`src/rtl/mult_share_sched.sv`:
```
`default_nettype none
// ============================================================================
// Module   : mult_share_sched
// Brief    : Schedules L+R / L-R gain products onto one shared sequential
//            multiplier, with a one-deep sample buffer and a ready timeout.
// Revision : 1.0 - initial release
// ============================================================================
module mult_share_sched #(
  parameter int SHIFT   = 3,
  parameter int TIMEOUT = 64
) (
  input  logic               clock,
  input  logic               reset,
  input  logic               sample_valid,
  input  logic signed [17:0] left,
  input  logic signed [17:0] right,
  input  logic        [3:0]  ks,
  input  logic        [3:0]  kd,
  output logic               mult_start,
  output logic signed [17:0] mult_a,
  output logic signed [4:0]  mult_b,
  input  logic               mult_ready,
  input  logic signed [22:0] mult_r,
  output logic signed [17:0] lpr_out,
  output logic signed [17:0] lmr_out,
  output logic               lpr_valid,
  output logic               lmr_valid,
  output logic               overrun,
  output logic               fault
);

  localparam int                 c_cnt_w = $clog2(TIMEOUT + 1);
  localparam logic [c_cnt_w-1:0] c_last  = c_cnt_w'(TIMEOUT - 1);
  localparam logic signed [17:0] c_max   = 18'sh1FFFF;
  localparam logic signed [17:0] c_min   = 18'sh20000;

  typedef enum logic [2:0] {
    IDLE    = 3'd0,
    ISSUE_S = 3'd1,
    WAIT_S  = 3'd2,
    ISSUE_D = 3'd3,
    WAIT_D  = 3'd4
  } state_t;

  state_t             r_state;
  logic [c_cnt_w-1:0] r_wait_cnt;

  // Working pair: the sum is consumed at issue time, so only diff/kd persist.
  logic signed [17:0] r_diff;
  logic        [3:0]  r_kd;

  logic               r_buf_valid;
  logic signed [17:0] r_buf_sum;
  logic signed [17:0] r_buf_diff;
  logic        [3:0]  r_buf_ks;
  logic        [3:0]  r_buf_kd;

  function automatic logic signed [17:0] sat19(input logic signed [18:0] v);
    if (v[18] != v[17]) return v[18] ? c_min : c_max;
    return v[17:0];
  endfunction

  logic signed [18:0] w_raw_sum;
  logic signed [18:0] w_raw_diff;
  logic signed [17:0] w_in_sum;
  logic signed [17:0] w_in_diff;

  assign w_raw_sum  = {left[17], left} + {right[17], right};
  assign w_raw_diff = {left[17], left} - {right[17], right};
  assign w_in_sum   = sat19(w_raw_sum);
  assign w_in_diff  = sat19(w_raw_diff);

  logic signed [22:0] w_shifted;
  logic signed [17:0] w_result;

  assign w_shifted = mult_r >>> SHIFT;

  always_comb begin
    w_result = w_shifted[17:0];
    if (!((&w_shifted[22:17]) || !(|w_shifted[22:17])))
      w_result = w_shifted[22] ? c_min : c_max;
  end

  logic w_in_wait;
  logic w_timeout;
  logic w_pair_done;
  logic w_take_buf;
  logic w_take_in;

  assign w_in_wait   = (r_state == WAIT_S) || (r_state == WAIT_D);
  assign w_timeout   = w_in_wait && !mult_ready && (r_wait_cnt == c_last);
  assign w_pair_done = (r_state == WAIT_D) && mult_ready;
  // The buffer drains whenever the working pair frees up, freeing its slot
  // for a sample arriving in the same cycle.
  assign w_take_buf  = r_buf_valid && ((r_state == IDLE) || w_pair_done || w_timeout);
  assign w_take_in   = sample_valid && (r_state == IDLE) && !r_buf_valid;

  logic signed [17:0] w_next_sum;
  logic signed [17:0] w_next_diff;
  logic        [3:0]  w_next_ks;
  logic        [3:0]  w_next_kd;

  assign w_next_sum  = w_take_buf ? r_buf_sum  : w_in_sum;
  assign w_next_diff = w_take_buf ? r_buf_diff : w_in_diff;
  assign w_next_ks   = w_take_buf ? r_buf_ks   : ks;
  assign w_next_kd   = w_take_buf ? r_buf_kd   : kd;

  always_ff @(posedge clock) begin
    if (reset) begin
      r_state     <= IDLE;
      r_wait_cnt  <= '0;
      r_diff      <= '0;
      r_kd        <= '0;
      r_buf_valid <= 1'b0;
      r_buf_sum   <= '0;
      r_buf_diff  <= '0;
      r_buf_ks    <= '0;
      r_buf_kd    <= '0;
      mult_start  <= 1'b0;
      mult_a      <= '0;
      mult_b      <= '0;
      lpr_out     <= '0;
      lmr_out     <= '0;
      lpr_valid   <= 1'b0;
      lmr_valid   <= 1'b0;
      overrun     <= 1'b0;
      fault       <= 1'b0;
    end else begin
      mult_start <= 1'b0;
      lpr_valid  <= 1'b0;
      lmr_valid  <= 1'b0;
      overrun    <= 1'b0;
      fault      <= 1'b0;

      if (w_take_buf) begin
        r_buf_valid <= sample_valid;
      end else if (sample_valid && !w_take_in) begin
        r_buf_valid <= 1'b1;
        overrun     <= r_buf_valid;
      end
      if (sample_valid && !w_take_in) begin
        r_buf_sum  <= w_in_sum;
        r_buf_diff <= w_in_diff;
        r_buf_ks   <= ks;
        r_buf_kd   <= kd;
      end

      case (r_state)
        IDLE: ;
        ISSUE_S: begin
          r_wait_cnt <= '0;
          r_state    <= WAIT_S;
        end
        WAIT_S: begin
          if (mult_ready) begin
            lpr_out    <= w_result;
            lpr_valid  <= 1'b1;
            mult_start <= 1'b1;
            mult_a     <= r_diff;
            mult_b     <= {1'b0, r_kd};
            r_state    <= ISSUE_D;
          end else if (w_timeout) begin
            fault   <= 1'b1;
            r_state <= IDLE;
          end else begin
            r_wait_cnt <= r_wait_cnt + c_cnt_w'(1);
          end
        end
        ISSUE_D: begin
          r_wait_cnt <= '0;
          r_state    <= WAIT_D;
        end
        WAIT_D: begin
          if (mult_ready) begin
            lmr_out   <= w_result;
            lmr_valid <= 1'b1;
            r_state   <= IDLE;
          end else if (w_timeout) begin
            fault   <= 1'b1;
            r_state <= IDLE;
          end else begin
            r_wait_cnt <= r_wait_cnt + c_cnt_w'(1);
          end
        end
        default: r_state <= IDLE;
      endcase

      // Starting a new pair overrides the IDLE fallback chosen above.
      if (w_take_buf || w_take_in) begin
        r_diff     <= w_next_diff;
        r_kd       <= w_next_kd;
        mult_start <= 1'b1;
        mult_a     <= w_next_sum;
        mult_b     <= {1'b0, w_next_ks};
        r_state    <= ISSUE_S;
      end
    end
  end

endmodule
`default_nettype wire

```
`config.mk`:
```
export PLATFORM = sky130hd
export DESIGN_NAME = mult_share_sched
export DESIGN_NICKNAME = d
export VERILOG_FILES = /design/src/rtl/mult_share_sched.sv
export SDC_FILE = /design/constraint.sdc
export NUM_CORES = 1
export LEC_CHECK = 0
export ABC_AREA = 1
export CORE_AREA = 2 2 125 127
export CTS_CLUSTER_DIAMETER = 100
export DETAILED_ROUTE_END_ITERATION = 8
export DIE_AREA = 0 0 127 129
export PLACE_DENSITY = 0.85
export REMOVE_ABC_BUFFERS = 1
export SLEW_MARGIN = 20
export SYNTH_ARGS = -nofsm -noshare
export SYNTH_HDL_FRONTEND = slang
export SYNTH_SLANG_ARGS = --single-unit
```
`constraint.sdc`:
```
create_clock -name clock -period 7.3 [get_ports clock]
set_clock_uncertainty 0.15 [all_clocks]
set_input_delay 1.46 -clock clock [delete_from_list [all_inputs] [get_ports clock]]
set_output_delay 1.46 -clock clock [all_outputs]
set_load 0.03 [all_outputs]
```
== Word level (Yosys, flattened, before mapping) ==
Cells that the tools add are included.
Cells by class
  add/sub/neg operators: 3
  reduce and logical (&&, ||, !) cells: 33
  multiplexer cells: 34
  bitwise operators: 3
  equality and inequality tests: 10
Operator list (number)
  two-way mux 18 bit: 13
  two-way mux 4 bit: 5
  adder 18 x 18 -> 19 bit: 1
  subtractor 18 x 18 -> 19 bit: 1
  case mux 3 bit (5 select lines): 1
  two-way mux 7 bit: 2
  case mux 7 bit (2 select lines): 1
  two-way mux 1 bit: 9
  two-way mux 3 bit: 3
  OR reduction 3 bit: 3
  nonzero test 2 bit: 4
  OR reduction 2 bit: 4
  adder 7 x 1 -> 7 bit, second input constant: 1
  equality test 7 x 6 -> 1 bit, second input constant: 1
  logical AND 1 bit: 7
  equality test 3 x 2 -> 1 bit, second input constant: 2
  AND reduction 2 bit: 3
  AND reduction 3 bit: 2
  logical OR 1 bit: 5
  zero test 1 bit: 4
  inequality test 2 bit, second input constant: 2
  equality test 3 x 1 -> 1 bit, second input constant: 1
  equality test 3 bit, second input constant: 1
  zero test 3 bit: 1
  3 further kinds: 6
Word-level totals
  input bits: 71
  output and inout bits: 64
  word-level logic and storage cells: 102
  bits in registers: 140

== Longest topological paths before layout ==
Gate-level depths: netlist (run 1).
  depth in word-level cells: 9
  gate-level depth with buffers: 20
  gate-level depth less buffers: 18

== Least setup slack after synthesis (run 1) ==
Ideal clock, no wire load.
  path kind: input to register
  from: input port left[0]
  to: register r_buf_diff[12]
  required time: 7.037 ns
  slack: 3.887 ns
  stages: 16
  arrival: 3.150 ns
  setup time: 0.113 ns
  cell sequence: inv_1 ha_1 fa_1 inv_1 nand3_1 nand3_2 nand2_1 nand2_1 nand2_1 nand2_1 nand2_2 buf_6 nand2_1 nand2_1 o21ai_1 inv_1
Between the ends
  cells in the longest elaborated chain, start to end: 4
  elaborated cells on any way between the ends: 6
  classes of those cells: 1 x add/sub; 1 x eq/ne; 4 x mux
Ends and longest elaborated chain
  start, declared: line 15  | input logic signed [17:0] left,
  subtractor 18 x 18 -> 19 bit *: line 69  | assign w_raw_diff = {left[17], left} - {right[17], right};
  two-way mux 18 bit / inequality test 1 bit (equally long branches): line 59  | if (v[18] != v[17]) return v[18] ? c_min : c_max;
  two-way mux 18 bit / two-way mux 1 bit (equally long branches): line 59
  two-way mux 18 bit *: line 60  | return v[17:0];
  end signal, assigned: line 143  | r_buf_diff <= w_in_diff;
  end, declared: line 54  | logic signed [17:0] r_buf_diff;
Mark *: on every way between the ends. The rest lies on a longest branch, timed or not. The select of a mux whose other input is x is not followed.
A chain may end at the register's enable or synchronous reset.

== Worst setup path after layout (run 1) ==
  from: input port mult_ready
  to: register mult_b[0]
Between the ends
  cells in the longest elaborated chain, start to end: 8
  elaborated cells on any way between the ends: 13
  classes of those cells: 2 x mux; 11 x reduce/logical
Ends and longest elaborated chain
  start, declared: line 22  | input logic mult_ready,
  zero test 1 bit: line 91  | assign w_timeout = w_in_wait && !mult_ready && (r_wait_cnt == c_last);
  logical AND 1 bit (2 in series): line 91
  logical OR 1 bit: line 95  | assign w_take_buf = r_buf_valid && ((r_state == IDLE) || w_pair_done || w_timeout);
  logical AND 1 bit: line 95
  logical OR 1 bit: line 189  | if (w_take_buf || w_take_in) begin
  nonzero test 2 bit (no line)
  AND reduction 2 bit (no line)
  end signal, assigned: line 160  | mult_b <= {1'b0, r_kd};
  end signal, assigned: line 194  | mult_b <= {1'b0, w_next_ks};
  end, declared: line 21  | output logic signed [4:0] mult_b,
Several ways; a longest one is shown, not always the timed one.

==> summary.md, run 1 <==
| Metric | Value |
|---|---|
| Die Width | between 100 and 150 um |
| DRC errors left | 0 |
| Syn. warnings | 0 |
| Share of the synthesized area in the top cell type | about a third |
| EDFF count, synth | 0 |
| Int Power | around 1.6 mW |
| HPWL after DPL | around 14 mm |
| Post-CTS Setup Bufs | 0 |
| Starting Density | 54.4% |
| CTS resizes | 0 |
| Comb pwr share | a little under a third |
| Vias per cell | about 5.2 |
| HP Class | register to register |
| Leakage | 4.67 nW |
| Detailed Routing Iterations Pass 1 | 6 |
| Max-cap violations | 0 |
| Worst slew pin tran | 0.896 ns |
| Flop pwr share | 36.3% |
| Clock Latency Late Sink | about 0.42 ns |
| Root buf cell | clkbuf_16 |
| Vias in the first global route | about 7.5k |
| Sum Neg Setup Slack | 0 ns |
| Wire length of the first global-routing pass | between 30 and 40 mm |
| 1st-iter DRT viols | approximately 570 |
| Crit path max fanout | 38 |
| Switch share | between 30% and 40% |
| Net Switching | between 800 and 900 uW |
| R2R depth | 14 |
| Core outline area | around 15000 um^2 |
| Commonest non-fill, non-tap cell in the layout | nand2_1 |
| Critical Path Stages | 11 |
| Seq/Total Area, Yosys | 34.4% |
| CP Class | primary input to register |
| Tot GR Track Use | between 20% and 30% |
| GR Util met3 | between 4 and 5% |
| Gp weighted congestion | 0.926 |
| Gate Count Post-Synth | about 1.2k |
| CTS tree | yes |
| Min-Delay Path Depth | 2 |
| Seq cells post-synth | 140 |
| ANT nets after route | 0 |
| Fillers | 1294 |
| Clock share of power | around a third |
| DR vias | about 8k |
| CP delay by family, top | simple AND/OR/NAND/NOR gates |
| Worst-path cell chain | clkdlybuf4s50_1 > inv_1 > nand4_1 > nand3_1 > nand2_2 > nand2_4 > nor2_4 > inv_4 > or2_1 > nand3_1 > inv_1 |
| Crit path buf inv count | 4 |
| Slowest CP cell | nand2_2 |
| Largest net degree at the start of global routing | 71 |
| I/O pin count | around 140 |
| Final wirelength | around 20 mm |
| Distinct cells, synth | 45 |
| Setup crit end kind | register |
| Period utilization | 62.4% |
| Power Density | around 240 nW/um^2 |
| CTS buffer count | 17 |
| Nets | between 1k and 1.5k |
| Die ar. | approximately 16000 um^2 |
| CTS hold repair buffers | 0 |
| Final hold violation count | 0 |
| Met1 usage | 29.3% |
| Gr busiest metal | met2 |
| Synthesized area per cell | around 6.6 um^2 |
| Fmax | 0.220 GHz |
| Synth-to-layout area growth | 22.4% |
| Main synth FF type | dfxtp_1 |
| Buffers on Ports | between 100 and 150 |
| Top cell type by total area after synthesis | dfxtp_1 |
| Fin crit period | approximately 4.6 ns |
| Max incr delay on CP | roughly 0.61 ns |
| Run status | finished clean |
| Top cells by area, synth | dfxtp_1, nand2_1, a21oi_1, inv_1, ha_1 |
| ANT cells | 0 |
| Clock Tree Buf Depth | 2 |
| Worst-path clk slew | 0.06 ns |
| Overflow left after global routing | 0 |
| Post-DR wirelength/cell | roughly 13 um |
| Endpoints failing setup | 0 |
| RSZ-0062 raised after global routing | false |
| Req. time, crit path | between 7 and 8 ns |
| Slew Limit Headroom | approximately two fifths |
| Peak supply drop | around 0.00014 V |
| Initial antenna violation count | 0 |
| Fin Hold WS | about 0.31 ns |
| Worst EP arrival | between 4 and 5 ns |
| Ys async rst share | 0% |
| Commonest cells after routing, fill and taps aside | nand2_1, inv_1, a21oi_1 |
| Die Y | approximately 130 um |
| Cell Rows | 45 |
| Final Slew Violations | 0 |
| Startpoint Class | primary input |
| Share of cells above drive strength 1 | 4.65% |
| Clock sinks | between 100 and 150 |
| Mapped Area | 8140 um^2 |
| Global Route met2 Usage | 43.5% |
| H-tree lvl count | 4 |
-- power by group through the flow --
stage | clock network, mW | logic [mW] | registers [mW]
2_1_floorplan | 0 | 0.423 | 0.955
3_3_place_gp | 0 | 0.706 | 0.897
3_5_place_dp | 0 | 0.718 | 0.899
4_1_cts | 0.827 | 0.726 | 0.884
5_1_grt | 0.864 | 0.814 | 0.891
6_report | 0.820 | 0.730 | 0.884
-- stage by stage --
step / worst slack (ns) / cells / util (%) / cell area [um^2] / power, mW
floorplan: 3.33 / 1167 / - / 7820 / 1.38
global placement: 2.37 / 1491 / 62.7 / 9400 / 1.60
detailed placement: 2.36 / 1491 / 62.7 / 9400 / 1.62
CTS: 2.78 / 1521 / 66.5 / 9960 / 2.44
global route: 2.57 / 1521 / 66.5 / 9960 / 2.57
finish: 2.75 / 1521 / 66.5 / 9960 / 2.43
-- area by class of cell --
type	count	area (um^2)	area share (%)
Clock inverter	11	123	1.23
Sequential cell	140	2800	28.1
Timing Repair Buffer	136	1340	13.5
Multi-Input combinational cell	828	4270	42.9
Inverter	199	749	7.52
Tap cell	188	235	2.36
Clock buffer	19	443	4.45
-- routing by layer --
layer  routed length [um]  part of all wire (%)
met5                    0                     0
met4                  487                   2.4
met3                 1120                   5.6
met2                 9740                    49
met1                 8560                    43
-- cell usage after synthesis (2+ instances only) --
master,n
nand2_1,265
inv_1,190
a21oi_1,151
dfxtp_1,140
nor2_1,98
o21ai_0,80
nand3_1,40
ha_1,37
clkbuf_1,29
o21ai_1,26
o22ai_1,25
xor2_1,19
nor3_1,18
buf_2,12
o21bai_1,12
buf_4,11
nand4_1,9
a31oi_1,7
inv_2,7
buf_6,6
nand2_2,4
or2_1,4
a21oi_2,3
xnor2_1,3
a211oi_1,2
a21boi_0,2
a21o_1,2
fa_1,2
nand2_4,2
nand3_2,2
nand3b_1,2
nor2_2,2
nor4_1,2
-- worst min-delay path, cell delays in order, from the launching register on --
cell and delay (ns):
dfxtp_1 0.29, inv_1 0.06, a2111oi_0 0.06
-- registers in the layout (all words and copies together) (netlist names), 3 cells and up --
register	flops
lmr_out	18
lpr_out	18
mult_a	18
mult_b	4
r_buf_diff	18
r_buf_kd	4
r_buf_ks	4
r_buf_sum	18
r_diff	18
r_kd	4
r_state	3
r_wait_cnt	7
-- cell families (layout without fill, tap and decap cells) --
family | count (synthesis) | in the layout | share of synthesized area [%]
simple gates | 453 | 453 | 23.3
compound gates | 313 | 313 | 20.5
buf+inv | 258 | 365 | 13.2
flops | 140 | 140 | 34.4
fa+ha+maj | 39 | 39 | 6.18
xor+xnor | 22 | 22 | 2.37
other cells | 1 | 1 | 0.0461
-- worst paths after layout --
path | start | endpoint | slack (ns)
max reg2reg | r_wait_cnt[0]$_SDFFE_PP0P_ | mult_b[0]$_SDFFE_PP0P_ | 3.67
min | r_wait_cnt[6]$_SDFFE_PP0P_ | r_wait_cnt[6]$_SDFFE_PP0P_ | 0.31
max | mult_ready | mult_b[0]$_SDFFE_PP0P_ | 2.75
min reg2reg | r_wait_cnt[6]$_SDFFE_PP0P_ | r_wait_cnt[6]$_SDFFE_PP0P_ | 0.31
Power figures use the tool's default switching activity.
==> inputs of run 2 (changes only) <==
--- a/config.mk
+++ b/config.mk
@@ -6,11 +6,11 @@
 export NUM_CORES = 1
 export LEC_CHECK = 0
 export ABC_AREA = 1
-export CORE_AREA = 2 2 125 127
+export CORE_AREA = 2 2 126 128
 export CTS_CLUSTER_DIAMETER = 100
 export DETAILED_ROUTE_END_ITERATION = 8
-export DIE_AREA = 0 0 127 129
-export PLACE_DENSITY = 0.85
+export DIE_AREA = 0 0 128 130
+export PLACE_DENSITY = 0.84
 export REMOVE_ABC_BUFFERS = 1
 export SLEW_MARGIN = 20
 export SYNTH_ARGS = -nofsm -noshare
==> constraint.sdc (replaced) <==
create_clock -name clock -period 4.75 [get_ports clock]
set_clock_uncertainty 0.15 [all_clocks]
set_input_delay 0.95 -clock clock [delete_from_list [all_inputs] [get_ports clock]]
set_output_delay 0.95 -clock clock [all_outputs]
set_load 0.03 [all_outputs]
==> run 2 against run 1 <==
Effect of this change:
- non-clock buffer count is 3 higher
- die area is 1.6% higher
- clock-buffer cell count is 1 lower
- final cell count is 0.59% higher
- wire length is 0.52% higher
- hold slack better by 0.0051 ns
- combinational power is 55% higher
- via count is 0.28% higher
- clock power is 62% higher
- critical path depth is 2 higher
- global-route usage is 0.071 points higher
- power is 57% higher
==> summary.md, run 2 (same netlist as run 1, synthesis figures left out) <==
| Metric | Value |
|---|---|
| Net Switching | 1.28 mW (+56%) |
| Crit path max fanout | 17 (-55%) |
| Setup crit end kind | register |
| Vias in the first global route | 7328 (-2.1%) |
| Die ar. | 16600 um^2 (+1.6%) |
| Worst-path clk slew | 0.06 ns (about the same) |
| CP delay by family, top | simple AND/OR/NAND/NOR gates |
| Clock Tree Buf Depth | 2 (unchanged) |
| Buffers on Ports | 130 (unchanged) |
| Tot GR Track Use | 24.5% (+0.071 points) |
| Initial antenna violation count | 0 (unchanged) |
| Synth-to-layout area growth | 23.2% |
| Clock sinks | 140 (unchanged) |
| DRC errors left | 0 (unchanged) |
| Flop pwr share | 35.6% (-0.7 points) |
| Root buf cell | clkbuf_16 |
| Slew Limit Headroom | 41.7% (+1.6 points) |
| Comb pwr share | 29.6% (-0.4 points) |
| Nets | 1435 (+0.21%) |
| Final Slew Violations | 0 (unchanged) |
| Cell Rows | 46 (+2.2%) |
| Vias per cell | 5.23 (-0.31%) |
| Multi-input logic area | 4270 um^2 (unchanged) |
| Core outline area | 15400 um^2 (+3.0%) |
| Overflow left after global routing | 0 (unchanged) |
| DR vias | 8002 (+0.28%) |
| Cell repeated most along the worst path | nand2_1 |
| HPWL after DPL | 14.3 mm (+2.8%) |
| Largest net degree at the start of global routing | 65 (-8.5%) |
| Detailed Routing Iterations Pass 1 | 5 (-1) |
| Req. time, crit path | 4.94 ns (-2.52 ns) |
| CP Class | primary input to register |
| Fmax | 0.289 GHz |
| Fillers | 1368 (+5.7%) |
| Sum Neg Setup Slack | 0 ns (unchanged) |
| Clock share of power | 34.8% (+1.1 points) |
| Power Density | 380 nW/um^2 (+56%) |
| 1st-iter DRT viols | 680 (+19%) |
| ANT nets after route | 0 (unchanged) |
| Commonest non-fill, non-tap cell in the layout | nand2_1 |
| Final wirelength | 20.0 mm (+0.52%) |
| Starting Density | 52.8% (-1.6 points) |
| Gp weighted congestion | 0.925 (-0.13%) |
| ANT cells | 0 (unchanged) |
| Slowest CP cell | clkdlybuf4s50_1 |
| Share of cells above drive strength 1 | 5.01% (+0.36 points) |
| CTS buffer count | 17 (unchanged) |
| CTS tree | yes |
| CTS hold repair buffers | 0 (unchanged) |
| Max-cap violations | 0 (unchanged) |
| Endpoints failing setup | 0 (unchanged) |
| Clock Latency Late Sink | 0.41 ns (about the same) |
| Crit path buf inv count | 3 (-1) |
| CTS resizes | 0 (unchanged) |
| Wire length of the first global-routing pass | 33.3 mm (+0.42%) |
| Commonest cells after routing, fill and taps aside | nand2_1, inv_1, a21oi_1 |
| Worst-path cell chain | clkdlybuf4s50_1 > inv_1 > ha_1 > inv_1 > a21oi_1 > a21oi_1 > nor2_1 > nand2_1 > nand2_1 > nand4_2 > nand2_1 > nand2_1 > a21oi_1 |
| Register Area | 2800 um^2 (unchanged) |
| RSZ-0062 raised after global routing | false |
| HP Class | register to register |
| Startpoint Class | primary input |
| Leakage | 4.70 nW (+0.64%) |
| Die Y | 130 um (+0.78%) |
| Post-DR wirelength/cell | 13.1 um (about the same) |
| Worst EP arrival | 3.65 ns (-1.06 ns) |
| Int Power | 2.53 mW (+57%) |
| Run status | finished clean |
| H-tree lvl count | 4 (unchanged) |
| Fin crit period | about 3.5 ns |
| Switch share | 33.6% (-0.13 points) |
| Period utilization | ~73% |
| Post-CTS Setup Bufs | 0 (unchanged) |
| Max incr delay on CP | 0.47 ns (-0.14 ns) |
| Fin Hold WS | 0.313 ns (+0.00507 ns) |
| I/O pin count | 135 (unchanged) |
| Die Width | 128 um (+0.79%) |
| Worst slew pin tran | 0.874 ns (-0.0223 ns) |
| Final hold violation count | 0 (unchanged) |
| Peak supply drop | 0.000199 V (+37%) |
## run 2: cell types whose count changed in the layout (fill, tap and decap cells not counted), sizes merged
cell | before | now
buf | 7 | 10
bufinv | 2 | 3
clkbuf | 19 | 18
clkinv | 6 | 7
inv | 198 | 199
## run 2: layout make-up
class	count	share of cell area (%)
inverters	199	7.48
multi-input cells	828	42.6
clock inverters	14	1.70
clock buffers	18	4.28
well taps	192	2.40
flip-flops and latches	140	28.0
repair buffers	139	13.6
## run 2: worst reg2reg max path, stage by stage, from the launching register on
cell     delay [ns]
dfxtp_1        0.34
ha_1           0.23
nand2_1        0.10
inv_1          0.04
nand3_1        0.06
inv_1          0.06
nand4_1        0.14
nand3_1        0.12
nand2_2        0.10
nand2_4        0.25
nor2_4         0.56
inv_4          0.27
or2_1          0.28
nand3_1        0.08
inv_1          0.05
## run 2: final timing paths
path / start / to / slack (ns) / depth (start not counted)
setup / recovery: right[13] / mult_a[2]$_SDFFE_PP0P_ / 1.29 / 13
setup reg to reg: r_wait_cnt[0]$_SDFFE_PP0P_ / mult_b[2]$_SDFFE_PP0P_ / 1.82 / 14
hold / removal: r_wait_cnt[6]$_SDFFE_PP0P_ / r_wait_cnt[6]$_SDFFE_PP0P_ / 0.31 / 2
hold reg to reg: r_wait_cnt[6]$_SDFFE_PP0P_ / r_wait_cnt[6]$_SDFFE_PP0P_ / 0.31 / 2
## run 2: per-layer routing
metal | part of all wire [%] | track usage, % | wire length (um)
met5 | 0 | 0 | 0
met2 | 48 | 43.0 | 9630
met1 | 44 | 30.7 | 8800
met3 | 6.0 | 4.06 | 1210
met4 | 1.9 | 8.40 | 377
## run 2: power by group through the flow
stage / clock network, mW / registers (mW) / logic [mW]
2_1_floorplan: 0 / 1.47 / 0.650
4_1_cts: 1.35 / 1.36 / 1.12
6_report: 1.33 / 1.36 / 1.13
5_1_grt: 1.40 / 1.37 / 1.26
3_3_place_gp: 0 / 1.38 / 1.09
3_5_place_dp: 0 / 1.38 / 1.11
## run 2: metrics by stage
stage	power [mW]	area, um^2	worst slack [ns]	instances	utilization, %
2_1_floorplan	2.12	7820	1.29	1167	-
3_3_place_gp	2.47	9420	0.945	1498	61.1
3_5_place_dp	2.49	9420	0.889	1498	61.1
4_1_cts	3.82	10000	1.32	1530	65.0
5_1_grt	4.03	10000	0.958	1530	65.0
6_report	3.81	10000	1.29	1530	65.0
==> RTL edit 1 (config.mk and constraints of run 2) <==
`TIMEOUT`: 64 -> 128.
--- a/src/rtl/mult_share_sched.sv
+++ b/src/rtl/mult_share_sched.sv
@@ -7,7 +7,7 @@
 // ============================================================================
 module mult_share_sched #(
   parameter int SHIFT   = 3,
-  parameter int TIMEOUT = 64
+  parameter int TIMEOUT = 128
 ) (
   input  logic               clock,
   input  logic               reset,
Function: same outputs for any inputs over 4 cycles, from zero or initial values and one cycle with reset high; that may be too few to reach the edited logic, so the function may still have changed.
==> RTL edit 1 against run 2 <==
- synthesized cell count is 4.8% higher
- sequential power hardly changed
- worst setup slack better by 46 ps
- non-clock buffer count stayed put
- first-iteration DRC count is 34% lower
- wire length is 1.8% higher
- total power is 2.1% lower
- design area is 2.4% higher
- synthesized area is 3.3% higher
- sequential cell count is 1 higher
- critical path type unchanged
- critical endpoint is now r_diff[12]
==> RTL edit 1: results (changes against run 2) <==
share of cells above drive strength 1=0.0867 (+0.0367); detailed placer's ending HPWL=14300 um (about the same); CTS max path bufs=2 (unchanged); post-synthesis compound-gate area fraction=0.173 (-0.0319); post-CTS setup buffer count=0 (unchanged); largest net degree at the start of global routing=63 (-3.1%); fin nets=1492 (+4.0%); DR vias=8182 (+2.2%); DRT Pass-1 Iters=5 (unchanged); Post-Synth Adder-Cell Area=0.0598 (-0.00195); WL/cell=12.8 um (-1.9%); leakage=4.87 nW (+3.6%); Tmin final=3420 ps (-46.0 ps); vias in the first global route=7641 (+4.3%); Synth Area in XOR/XNOR=0.0219 (-0.00179); Synth cell types=39 (-13%); crit path DAT=3600 ps (-50 ps); top post-synthesis cells by area=dfxtp_1 34%, nand2_1 13%, inv_1 7.4%; met2 routed wirelength=9690 um (+0.59%); R2R depth=13 (-1); Final Slew Violations=0 (unchanged); Slew headroom=0.373 (-0.0437); clock latency on the worst-skew pair=about 420 ps; H-tree lvl count=4 (unchanged); Max VDD drop=215 uV (+8.3%); Synth Warn #=0 (unchanged); IO Port Bufs=130 (unchanged); Initial DRC Count=449 (-34%); Total Routing Usage GR=0.249 (+0.00431); mux cell area share after synthesis=0 (unchanged); status=complete, no violations; worst-path maximum fanout=3 (-14); sequential share of the synthesized area=0.336 (-0.00848); post-cts sizing count=0 (unchanged); metal3 WL=1240 um (+2.5%); post-synthesis async set-or-reset flop share=0 (unchanged); Num CTS Buffers=17 (unchanged); worst min path class=reg -> reg; DRT met1 WL=9100 um (+3.4%); # fillers=1342 (-1.9%); first-pass GRT wire length=34400 um (+3.2%); synth cell count leaders=302 x nand2_1, 165 x inv_1, 163 x nor2_1; RD Place Congestion=0.905 (-2.2%); ys flop type=dfxtp_1; cts hold-fix bufs=0 (unchanged)
[RTL edit 1: final timing paths]
path	to	slack (ps)	start
worst max-delay path	r_diff[12]	1330	left[0]
worst min-delay path	r_buf_ks[0]	300	r_buf_ks[0]
worst max register to register	mult_a[2]	2000	r_state[1]
worst min register to register	r_buf_ks[0]	300	r_buf_ks[0]
[RTL edit 1: logic make-up (layout without fill, tap and decap cells)]
family,count (synthesis),in the layout
AOI/OAI and AO/OA,271,271
xor gates and xnor gates,21,21
adders and majority gates,39,39
buffers and inverters,237,347
DFF,141,141
other,1,1
and+or+nand+nor,575,575
[RTL edit 1: metal layers]
layer,GRT usage,vias up
met3,0.0500,29
met1,0.307,3667
met5,0,-
li1,-,4231
met2,0.442,255
met4,0.0756,0
[RTL edit 1: where the power goes]
group | switching [mW] | internal, mW
logic | 0.719 | 0.396
registers | 0.0565 | 1.30
clock network | 0.554 | 0.702
[RTL edit 1: layout make-up]
cell class / count / area share
Multi-Input combinational cell: 907 / 0.448
Sequential cell: 141 / 0.275
Timing Repair Buffer: 139 / 0.134
Inverter: 176 / 0.0643
Clock buffer: 18 / 0.0428
Tap cell: 192 / 0.0234
Clock inverter: 14 / 0.0122
[RTL edit 1: through the flow]
stage / utilization / hold slack [ps] / worst slack [ps] / std cells / cell area [um2]
after detailed placement: 0.629 / 287 / 965 / 1555 / 9700
after global placement: 0.629 / 284 / 1030 / 1555 / 9700
after CTS: 0.666 / 296 / 1400 / 1587 / 10300
final: 0.666 / 296 / 1330 / 1587 / 10300
after global routing: 0.666 / 340 / 1100 / 1587 / 10300
after floorplan: - / 272 / 616 / 1224 / 8080
[RTL edit 1: critical path, cell delays in order]
cell and delay (ps):
clkdlybuf4s50_1 480, inv_1 50, ha_1 220, fa_1 420, inv_1 130, a31oi_1 130
o21ai_0 460, nand2_1 200, nand2_1 110, nand2_1 50, nand2_1 50, nand2_1 50
nand2_1 100, nand2_1 60, a21oi_1 150
==> RTL edit 2 (settings of run 2) <==
Made on the original files. Encoding of `state_t`: now Gray code (3 bits for 5 states).
--- a/src/rtl/mult_share_sched.sv
+++ b/src/rtl/mult_share_sched.sv
@@ -35,11 +35,11 @@
   localparam logic signed [17:0] c_min   = 18'sh20000;
 
   typedef enum logic [2:0] {
-    IDLE    = 3'd0,
-    ISSUE_S = 3'd1,
-    WAIT_S  = 3'd2,
-    ISSUE_D = 3'd3,
-    WAIT_D  = 3'd4
+    IDLE    = 3'b000,
+    ISSUE_S = 3'b001,
+    WAIT_S  = 3'b011,
+    ISSUE_D = 3'b010,
+    WAIT_D  = 3'b110
   } state_t;
 
   state_t             r_state;
Formal check against the unedited RTL: same outputs for any inputs over 4 cycles, from zero or initial values and one cycle with reset high; so few cycles prove little.
==> RTL edit 2 against run 2 <==
- hold slack improved by 5.2 ps
- wire length rose by 0.58%
- synthesized area rose by 1.6%
- total power rose by 4.4%
- clock power rose by 6%
- register-to-register slack improved by 170 ps
- worst setup slack improved by 82 ps
- die area did not move
- sequential power barely moved
- design area rose by 1.6%
- sequential cell count did not move
- critical path type unchanged
- critical endpoint is now r_buf_sum[10]
==> RTL edit 2: results (changes against run 2) <==
status=complete, no violations; metal3 WL=1210 um (+0.41%); FF-to-FF End=r_buf_sum[12]; met2 GRT Util=0.430 (about the same); R2R Path Start=r_state[2]; Total Routing Usage GR=0.245 (+0.000284); hold wc startpoint=r_wait_cnt[5]; GR Layer Usage met3=0.0513 (+0.0107); detailed placer's ending HPWL=14100 um (-1.3%); first-pass GRT wire length=33700 um (+1.1%); leakage=4.76 nW (+1.2%); Worst-Margin Slew=1040 ps (+165 ps); met2 routed wirelength=9650 um (+0.16%); WHS Endpoint=r_wait_cnt[5]; top post-synthesis cells by area=dfxtp_1 34%, nand2_1 12%, a21oi_1 8.4%; r2r setup slk=1990 ps (+170 ps); Synth cell types=41 (-8.9%); capture point of the worst path=r_buf_sum[10]; DR vias=8042 (+0.50%); WL/cell=13.1 um (+0.51%); crit path DAT=3540 ps (-110 ps); met1 Track Usage GR=0.307 (+0.000334); H-tree lvl count=4 (unchanged); DRT Pass-1 Iters=7 (+2); DRT met1 WL=8990 um (+2.1%); Hold Path Cell Cnt=1 (-1); vias in the first global route=7501 (+2.4%); largest net degree at the start of global routing=78 (+20%); share of cells above drive strength 1=0.0896 (+0.0395); Max VDD drop=204 uV (+2.5%); sequential share of the synthesized area=0.339 (-0.00531); fin nets=1436 (+0.070%); # fillers=1327 (-3.0%); RD Place Congestion=0.872 (-5.7%)
==> RTL edit 2: cell types whose count changed after synthesis, sizes merged, moves of 2 or more <==
cell and change:
nor2 +4, o21ai +9, nand4 -5, nor4 -2, xor2 -2, nor3 -11, nand2 +15, clkbuf -2
or2 -3, buf +4, inv -5, nand3 +3
==> RTL edit 2: layout make-up <==
cell class,count,area share
Clock inverter,10,0.0160
Timing Repair Buffer,139,0.134
Clock buffer,22,0.0466
Sequential cell,140,0.275
Inverter,194,0.0715
Tap cell,192,0.0236
Multi-Input combinational cell,834,0.433
==> RTL edit 2: cells by family (layout without fill, tap and decap cells) <==
family,count (synthesis),count (layout),synth area share
xor gates and xnor gates,21,21,0.0222
DFF,140,140,0.339
buffers and inverters,255,365,0.127
and+or+nand+nor,452,452,0.238
AOI/OAI and AO/OA,321,321,0.212
other,1,1,0.000454
adders and majority gates,39,39,0.0608
==> RTL edit 2: power by group through the flow <==
stage	registers, mW	clock network [mW]	logic [mW]
3_3_place_gp	1.38	0	1.17
6_report	1.36	1.41	1.21
5_1_grt	1.38	1.47	1.35
3_5_place_dp	1.38	0	1.19
4_1_cts	1.36	1.42	1.21
2_1_floorplan	1.47	0	0.716
==> RTL edit 2: metrics by stage <==
step	std cells	hold slack, ps	setup slack, ps	power, mW	area, um2
floorplan	1168	277	836	2.19	7940
global placement	1499	293	1020	2.55	9550
detailed placement	1499	308	984	2.58	9550
CTS	1531	316	1400	3.99	10200
global route	1531	339	1170	4.19	10200
finish	1531	318	1370	3.98	10200
==> RTL edit 2: worst max-delay path, delay by kind of cell <==
kind            cells  cell delay (ps)
fa+ha+maj           2              650
simple gates       12             1220
buf+inv             2              510
compound gates      1              180
